### src/rtl/cordic_div_p.sv
// Signed fixed-point shift-add divider, one quotient digit per clock, valid/ready on both sides.
// Define CORDIC_DIV_REM_EN to add the signed remainder output rem.
module cordic_div_p #(
  parameter int DW = 16,
  parameter int FB = 0
) (
  input  logic                 clk,
  input  logic                 rst,
  input  logic                 in_valid,
  output logic                 in_ready,
  input  logic signed [DW-1:0] dividend,
  input  logic signed [DW-1:0] divisor,
  output logic                 out_valid,
  input  logic                 out_ready,
  output logic signed [DW-1:0] quotient,
  output logic                 ovf,
  output logic                 dz
`ifdef CORDIC_DIV_REM_EN
  ,
  output logic signed [DW-1:0] rem
`endif
);

  localparam int RW = 2*DW + FB + 2;
  localparam int ZW = DW + 2;
  localparam int KW = (DW > 1) ? $clog2(DW) : 1;
  localparam logic signed [ZW-1:0] QMAX = {3'b000, {(DW-1){1'b1}}};
  localparam logic signed [ZW-1:0] QMIN = {3'b111, {(DW-1){1'b0}}};

  typedef enum logic [1:0] {IDLE, ITER, CORR, DONE} state_t;

  state_t                state;
  logic signed [RW-1:0]  y;
  logic signed [RW-1:0]  x;
  logic signed [ZW-1:0]  z;
  logic [KW-1:0]         k;
  logic                  dsign;

  logic signed [RW-1:0]  xs;
  logic signed [RW-1:0]  y_step;
  logic signed [RW-1:0]  y_corr;
  logic signed [ZW-1:0]  zbit;
  logic signed [ZW-1:0]  z_step;
  logic signed [ZW-1:0]  z_corr;
  logic signed [DW-1:0]  q_sat;
  logic                  clip;

  always_comb begin
    xs     = x <<< k;
    zbit   = ZW'(1) << k;
    y_step = y;
    z_step = z;
    if (y != '0) begin
      if (y[RW-1] == x[RW-1]) begin
        z_step = z + zbit;
        y_step = y - xs;
      end else begin
        z_step = z - zbit;
        y_step = y + xs;
      end
    end

    // Non-restoring digits leave the residual one divisor past zero at most;
    // a single step back restores truncation toward zero.
    y_corr = y;
    z_corr = z;
    if (y != '0 && y[RW-1] != dsign) begin
      if (y[RW-1] != x[RW-1]) begin
        z_corr = z - ZW'(1);
        y_corr = y + x;
      end else begin
        z_corr = z + ZW'(1);
        y_corr = y - x;
      end
    end

    clip  = 1'b0;
    q_sat = z_corr[DW-1:0];
    if (z_corr > QMAX) begin
      clip  = 1'b1;
      q_sat = {1'b0, {(DW-1){1'b1}}};
    end else if (z_corr < QMIN) begin
      clip  = 1'b1;
      q_sat = {1'b1, {(DW-1){1'b0}}};
    end
  end

  always_ff @(posedge clk or negedge rst) begin
    if (!rst) begin
      state     <= IDLE;
      in_ready  <= 1'b1;
      out_valid <= 1'b0;
      quotient  <= '0;
      ovf       <= 1'b0;
      dz        <= 1'b0;
      y         <= '0;
      x         <= '0;
      z         <= '0;
      k         <= '0;
      dsign     <= 1'b0;
`ifdef CORDIC_DIV_REM_EN
      rem       <= '0;
`endif
    end else begin
      case (state)
        IDLE: begin
          if (in_valid) begin
            in_ready <= 1'b0;
            dsign    <= dividend[DW-1];
            if (divisor == '0) begin
              state    <= DONE;
              dz       <= 1'b1;
              ovf      <= 1'b0;
              quotient <= dividend[DW-1] ? {1'b1, {(DW-1){1'b0}}} : {1'b0, {(DW-1){1'b1}}};
`ifdef CORDIC_DIV_REM_EN
              rem      <= '0;
`endif
            end else begin
              state <= ITER;
              dz    <= 1'b0;
              y     <= {{(RW-DW){dividend[DW-1]}}, dividend} <<< FB;
              x     <= {{(RW-DW){divisor[DW-1]}}, divisor};
              z     <= '0;
              k     <= KW'(DW-1);
            end
          end
        end
        ITER: begin
          y <= y_step;
          z <= z_step;
          if (k == '0) state <= CORR;
          else         k     <= k - KW'(1);
        end
        CORR: begin
          y        <= y_corr;
          z        <= z_corr;
          quotient <= q_sat;
          ovf      <= clip;
`ifdef CORDIC_DIV_REM_EN
          rem      <= clip ? '0 : y_corr[DW-1:0];
`endif
          state    <= DONE;
        end
        DONE: begin
          if (out_valid && out_ready) begin
            out_valid <= 1'b0;
            in_ready  <= 1'b1;
            state     <= IDLE;
          end else begin
            out_valid <= 1'b1;
          end
        end
        default: state <= IDLE;
      endcase
    end
  end

endmodule
### config.mk
export PLATFORM = sky130hd
export DESIGN_NAME = cordic_div_p
export DESIGN_NICKNAME = d
export VERILOG_FILES = /design/src/rtl/cordic_div_p.sv
export SDC_FILE = /design/constraint.sdc
export NUM_CORES = 1
export LEC_CHECK = 0
export ABC_AREA = 1
export CAP_MARGIN = 20
export CORE_ASPECT_RATIO = 0.9
export CORE_UTILIZATION = 40
export DETAILED_ROUTE_END_ITERATION = 8
export PLACE_DENSITY = 0.57
export REMOVE_ABC_BUFFERS = 1
export SLEW_MARGIN = 10
export SYNTH_ARGS = -nofsm -noshare
export SYNTH_HDL_FRONTEND = slang
export SYNTH_SLANG_ARGS = --single-unit
### constraint.sdc
create_clock -name clk -period 11.8 [get_ports clk]
set_input_delay 2.36 -clock clk [delete_from_list [all_inputs] [get_ports clk]]
set_output_delay 2.36 -clock clk [all_outputs]
set_load 0.02 [all_outputs]
Yosys cells after proc, flatten, opt, wreduce, memory -nomap -nowiden
Cells that the tools add are included.

Memory bits (writable): 0. ROM bits: 0. Bits in latches: 0. Memories: 0. Register bits after elaboration: 95.

Shifts and indexed selects: 2. Div/mod/pow operators: 0. Reduce and logical (&&, ||, !) cells: 18. Multiplexer cells: 39. Bitwise gates (word level): 1. $lt $le $gt $ge: 2. Add/subtract/negate cells: 9. Multiply operators: 0. Eq/ne operators: 14.

Operator list (number): $mux W34 (6); $mux W18 (6); $pmux W34 S3 (1); $mux W16 (5); $pmux W18 S3 (1); $add A34 B16 Y34 (1); $add A34 B34 Y34 (1); $reduce_bool A34 Y1 (1); $sshl A16 B4 Y34 (1); $sub A34 B16 Y34 (1); $sub A34 B34 Y34 (1); $pmux W16 S2 (1); $add A18 B18 Y18 (1); $add A18 B2 Y18 const B (1); $gt A18 B16 Y1 const B (1); $lt A18 B16 Y1 const B (1); $shl A1 B4 Y18 const A (1); $sub A18 B18 Y18 (1); $sub A18 B2 Y18 const B (1); $logic_not A16 Y1 (1); $ne A2 B2 Y1 const B (8); $mux W4 (3); $reduce_and A3 Y1 (4); $mux W1 (8); other kinds (18) (28).

Depth between registers and ports, before layout
Gate-level depths: netlist of the first run.

Depth after elaboration: 7. Gate-level depth with buffers: 39. Depth with buffers taken out: 37.

Worst setup path after synthesis of the first run
No wires, ideal clock.

Path kind: reg2reg. Start: register x[15]. End: register y[32]. Path slack: 6644 ps. Buffers on the path: 7. Cell stages (with the launch flop): 33. Data arrival time: 5004 ps. Setup time: 153 ps. Cell sequence: dfrtp_1 buf_6 nand2_1 inv_1 or2_1 buf_6 inv_1 buf_4 buf_4 buf_4 buf_2 clkbuf_1 nand2_1 o21ai_0 a21oi_1 fa_1 nand3_1 nand3_1 a21oi_1 inv_1 nand2_1 nand2_1 a21boi_0 o21ai_0 a21boi_0 inv_1 nand2_1 nand2_1 a21boi_0 o21ai_0 or2_2 nand3_1 a22oi_1.

Cells in the longest elaborated chain, start to end: 5. Elaborated cells between the ends (all ways): 12. Those cells by class: add/sub: 4; eq/ne: 2; shift: 1; mux: 5.

Ends and longest elaborated chain: start, declared (line 34) `logic signed [RW-1:0] x;`; start signal, assigned (line 122) `x <= {{(RW-DW){divisor[DW-1]}}, divisor};`; $sshl A16 B4 Y34 (line 49) `xs = x <<< k;`; $add A34 B34 Y34 / $sub A34 B34 Y34 (equally long branches) (line 59, 56); $mux W34 (line 54) `if (y[RW-1] == x[RW-1]) begin`; $mux W34 (line 53) `if (y != '0) begin`; $pmux W34 S3 * (line 105) `case (state)`; end signal, assigned (line 121) `y <= {{(RW-DW){dividend[DW-1]}}, dividend} <<< FB;`; end signal, assigned (line 129) `y <= y_step;`; end signal, assigned (line 135) `y <= y_corr;`; end, declared (line 33) `logic signed [RW-1:0] y;`.

Mark *: on every way between the ends. The rest lies on a longest branch, timed or not. The select of a mux whose other input is x is not followed. A chain may end at the register's enable or synchronous reset.

Final worst setup path of the first run
Start: register k[1]. End: register y[32].

Cells in the longest elaborated chain, start to end: 5. Elaborated cells between the ends (all ways): 6. Those cells by class: add/sub: 2; shift: 1; mux: 3.

Ends and longest elaborated chain: start, declared (line 36) `logic [KW-1:0] k;`; start signal, assigned (line 124) `k <= KW'(DW-1);`; start signal, assigned (line 132) `else k <= k - KW'(1);`; $sshl A16 B4 Y34 * (line 49); $add A34 B34 Y34 / $sub A34 B34 Y34 (equally long branches) (line 59, 56); $mux W34 * (line 54); $mux W34 * (line 53); $pmux W34 S3 * (line 105).

Marked as above.

==> results of run 1 <==
## stage by stage
stage          hold WS [ns]  std cells  setup slack, ns   util  area [sq um]
6_report              0.484       2296             5.77  0.447         12900
4_1_cts               0.491       2296             5.86  0.447         12900
2_1_floorplan         0.472       1813             5.89      -         11400
3_5_place_dp          0.472       2280             5.63  0.435         12600
5_1_grt               0.506       2296             5.13  0.447         12900
3_3_place_gp          0.478       2280             5.68  0.435         12600
## cell families (layout without fill, tap and decap cells)
group | Yosys count | after routing
AND/OR/NAND/NOR | 952 | 952
AO/OA/AOI/OAI | 394 | 394
buffers and inverters | 279 | 304
flip-flops | 95 | 95
adder cells (fa/ha/maj) | 83 | 83
XOR/XNOR | 72 | 72
## placed cells by master, fill, tap and decap left out, types with 8 or more instances in the layout
master             n
a21oi_1          151
a22oi_1           11
a31oi_1           18
buf_4             17
clkbuf_16          9
clkdlybuf4s50_1   54
dfrtp_1           94
ha_1              80
inv_1            202
inv_2              9
nand2_1          489
nand2_2           31
nand3_1          155
nand3_2           10
nand3b_1          11
nand4_1           29
nor2_1           126
nor2_2            15
nor2_4             8
nor3_1            33
nor4_1            14
o211ai_1           9
o21ai_0          147
o22ai_1           11
or2_2             15
xnor2_1           24
xor2_1            46
## worst max-delay path: cells and delay by family, from the launching register on
kind                     cells  cell delay, ns
flip-flops                   1            0.74
XOR/XNOR                     1            0.09
adder cells (fa/ha/maj)      2            0.71
AND/OR/NAND/NOR             12            1.85
buffers and inverters        4            0.36
AO/OA/AOI/OAI               10            2.15
## sequential cells by signal, indices dropped and copies added, names as in the netlist
name,count
ovf,1
y,34
k,4
dsign,1
dz,1
out_valid,1
in_ready,1
quotient,16
z,18
state,2
x,16
## cells in the mapped netlist, drive strengths merged, types with 4 or more instances
cell	number
nand3b	11
ha	80
o211ai	9
dfrtp	94
a22o	5
nand3	165
a21o	4
a21boi	7
clkbuf	31
a21oi	151
or2	16
o22ai	11
buf	31
a31oi	18
nor4	14
o21a	4
a22oi	11
xor2	47
xnor2	25
nor3	34
clkinv	4
nor2	150
inv	213
o31ai	7
nand4	31
nand2	525
o21bai	5
o21ai	154
## area by class of cell
class                   count  area [sq um]
clock buffers               9           225
fillers                  3140         16000
inverters                 217           822
multi-input cells        1501          8240
repair buffers             71           668
clock inverters             7           118
well taps                 396           495
flip-flops and latches     95          2380
## metal layers
| layer | global-route usage | vias to the layer above | routed length (um) |
|---|---|---|---|
| met4 | 0.0515 | 0 | 491 |
| met3 | 0.0430 | 28 | 1920 |
| met2 | 0.385 | 254 | 15500 |
| met1 | 0.368 | 5688 | 19000 |
| met5 | 0 | - | 0 |
| li1 | - | 6312 | - |
## worst paths after layout
check                      startpoint     endpoint  slack [ns]  depth (start not counted)
max in group asynchronous         rst         x[9]        8.66                          2
max reg2reg                      k[1]        y[32]        5.77                         29
min in group asynchronous         rst  quotient[5]        1.95                          1
max                              k[1]        y[32]        5.77                         29
min reg2reg                        dz           dz        0.48                          2
min                                dz           dz        0.48                          2
==> results.cfg, run 1 <==
[detailed_routing]
first_iter_violations = 679
wl_mm = 37.0
via_per_inst = 5.35
drc_errors = 0
firstDrtPassIters = 5
postRouteAntennaNets = 0
vias = 12300
wl_per_cell_um = 16.1

[critical_path]
crit_slowest_cell = dfrtp_1
worst_setup_path_start_kind = flip-flop
worstPathMaxFanout = 21
required_ns = 12.05
cp_common_cell = nand2_1
cp.arrival_ns = 6.28
critPathMaxStageDelay_ns = 0.74
worstSetupPathType = reg2reg
cp-end-kind = flip-flop

[timing]
finalClockSkew_ns = 0.00709
rsz0062_at_grt = false
max_freq_ghz = 0.166
tns_ns = 0
worst_pin_slew_ns = 0.958
drv_slew = 0
finalHoldViolations = 0
slew_headroom = 0.361
fin_crit_sh = 0.511
fin_crit_ns = 6.03
finalSetupViolCount = 0

[floorplanning]
floorplan.initialDensity = 0.407
die-area_sq_um = 30100
row_count = 59
die_w_um = 183
io_pins = 56
die_h_um = 165
core_area_sq_um = 28900

[yosys]
synth_edf_count = 0
synthMuxAreaShare = 0
synth_top_family_by_area = simple AND/OR/NAND/NOR gates
ys.flop_type = dfrtp_1
synth-async-reset-ratio = 1.00
ys_ff_latch = 95
synth-compound-area-share = 0.186
ys_types = 61
synth_area_leader_cell = dfrtp_1
netlist_top_cells_area = dfrtp_1 (20%), nand2_1 (16%), ha_1 (8.5%)
synth_cells = 1875
syn_area_sq_um = 11800
synth-simple-area-share = 0.369
synth_xor_xnor_area_share = 0.0548
yosysWarnings = 0
seq_area_frac_synth = 0.202
synthAdderAreaFrac = 0.0901
synth_top_area_frac = 0.200
avgSynthCellArea_sq_um = 6.28

[global_route]
grt_overflow_total = 0
grt_pass1_vias = 11400
grt_pass1_wl_mm = 60.1
grt_max_degree = 57
antenna_found_initial = 1
grt_use_total = 0.251

[hold_path]
hold_class = reg2reg

[placed_design]
dpl.hpwl_mm = 28.9
portBuffers = 55
place_congestion = 0.895

[clock_tree]
tritoncts = done
clockBufferDepth = 2
cts_hold_buf = 0
root_buffer = clkbuf_16
ctsHtreeMaxLevel = 3
postCtsSetupBuffers = 0
ctsResizeCount = 0
clk_pin_slew_ns = 0.07
clk_latency_ns = 0.37
cts_num_sinks = 95
cts_buffers = 9

[layout]
drive_gt1_frac = 0.0732
area_growth_pct = 9.95
nets = 2014
diodes = 0

[status]
status = finished, final reports clean

[flow_run]
maxCapViolations = 0
Power of run 1 is left out: the tool's default activity adds up to more than one toggle a clock period on the data nets, which glitch-free logic cannot reach.
==> run 2: changes to the inputs <==
PLACE_DENSITY = 0.59   (was 0.57)
clock period = 5.11 ns   (was 11.8 ns; I/O delays follow)
==> results.cfg, run 2 (synthesis results as in run 1) <==
[timing]
slew_headroom = 0.435
finalHoldViolations = 0
rsz0062_at_grt = true
fin_crit_sh = 0.954
finalSetupViolCount = 0
whs_ns = 0.485
layout_setup_ws_ns = 0.234
finalClockSkew_ns = 0.00950
worst_pin_slew_ns = 0.844
fin_crit_ns = 4.88
drv_slew = 0
max_freq_ghz = 0.205

[hold_path]
holdPathStages = 2
hold_class = reg2reg
min_to = quotient[15]
min-delay-start = quotient[15]

[clock_tree]
tritoncts = done
ctsHtreeMaxLevel = 3
cts_num_sinks = 95
clk_latency_ns = 0.37
clk_pin_slew_ns = 0.08
cts_buffers = 9
cts_hold_buf = 0
root_buffer = clkbuf_16
clockBufferDepth = 2

[floorplanning]
core_area_sq_um = 28900
die_h_um = 165
io_pins = 56
die_w_um = 183
die-area_sq_um = 30100
row_count = 59
floorplan.initialDensity = 0.407

[global_route]
grt_max_degree = 56
grt_pass1_vias = 11200
grt_use_total = 0.248
antenna_found_initial = 0
grt_overflow_total = 0
grt_pass1_wl_mm = 59.4
grtUsageMet1 = 0.378
grt_util_met3 = 0.0348
busiest_layer = met1
grt_util_met2 = 0.374

[detailed_routing]
postRouteAntennaNets = 0
vias = 12500
wl_mm = 37.2
first_iter_violations = 832
wl_per_cell_um = 15.8
firstDrtPassIters = 5
via_per_inst = 5.33
drc_errors = 0

[critical_path]
reg2reg_to = y[33]
cp-end-kind = flip-flop
worst-path-buf-inv = 8
worstSetupPathType = reg2reg
cpLargestDelayFamily = simple AND/OR/NAND/NOR gates
cp_common_cell = nand2_1
worst_setup_path_start_kind = flip-flop
reg2reg_slack_ns = 0.23
required_ns = 5.41
reg2reg_depth = 34
crit_slowest_cell = ha_2
cp.arrival_ns = 5.18
worstPathMaxFanout = 14
timing.rr.start = k[2]
critPathMaxStageDelay_ns = 0.38

[layout]
largest_reg_flops = 34
area_growth_pct = 16.3
regMostFlops = y
drive_gt1_frac = 0.132
final_common_cell = nand2_1
nets = 2073
diodes = 0
largestRegisters = y: 34 flops, z: 18 flops
final_cell_mix = nand2_1 (484), inv_1 (201), a21oi_1 (146)
final_core_util = 0.473

[status]
status = finished, final reports clean

[placed_design]
dpl.hpwl_mm = 28.8
dp_slack_ns = -0.128
place_congestion = 0.930
portBuffers = 55

[flow_run]
maxCapViolations = 0
-- run 2: worst max path at each step --
stage | slack, ns | cells past startpoint | from | endpoint
after global routing | -0.12 | 33 | k[2] | y[33]
after CTS | 0.03 | 31 | k[1] | y[25]
after detailed placement | -0.13 | 35 | k[0] | y[32]
final | 0.23 | 34 | k[2] | y[33]
after floorplan | -0.69 | 31 | k[3] | y[32]
after global placement | -0.08 | 35 | k[0] | y[32]
-- run 2: area by class of cell --
class | count | area (sq um)
clock buffer | 11 | 243
clock inverter | 5 | 63.8
fill | 3044 | 15200
inverter | 217 | 831
multi-input combinational | 1501 | 8520
sequential | 95 | 2380
tap | 396 | 495
timing repair buffer | 130 | 1160
-- run 2: metal layers --
| layer | wire [um] | vias up | part of all wire |
|---|---|---|---|
| met5 | 0 | - | 0 |
| met4 | 302 | 0 | 0.0081 |
| met3 | 2440 | 19 | 0.066 |
| met2 | 15600 | 362 | 0.42 |
| met1 | 18900 | 5732 | 0.51 |
| li1 | - | 6436 | - |
-- run 2: repair_timing --
item | in CTS | in global routing
pin swaps | 0 | 26
resized for setup | 2 | 86
cloned | 0 | 1
setup endpoints to repair | 1 | 28
setup buffers | 0 | 19
-- run 2: metrics by stage --
stage | area, sq um | cells | TNS (ns)
after detailed placement | 12900 | 2319 | -0.128
after global placement | 12900 | 2319 | -0.0761
final | 13700 | 2355 | 0
after global routing | 13700 | 2355 | -0.357
after floorplan | 11400 | 1813 | -5.18
after CTS | 13200 | 2335 | 0
-- run 2: worst reg2reg max path, delay by kind of cell (launching register included) --
kind | cells | cell delay, ns
simple gates | 21 | 2.52
buf+inv | 8 | 0.95
compound gates | 3 | 0.41
fa+ha+maj | 1 | 0.38
flops | 1 | 0.35
xor+xnor | 1 | 0.19
Power of run 2 is left out for the same reason.
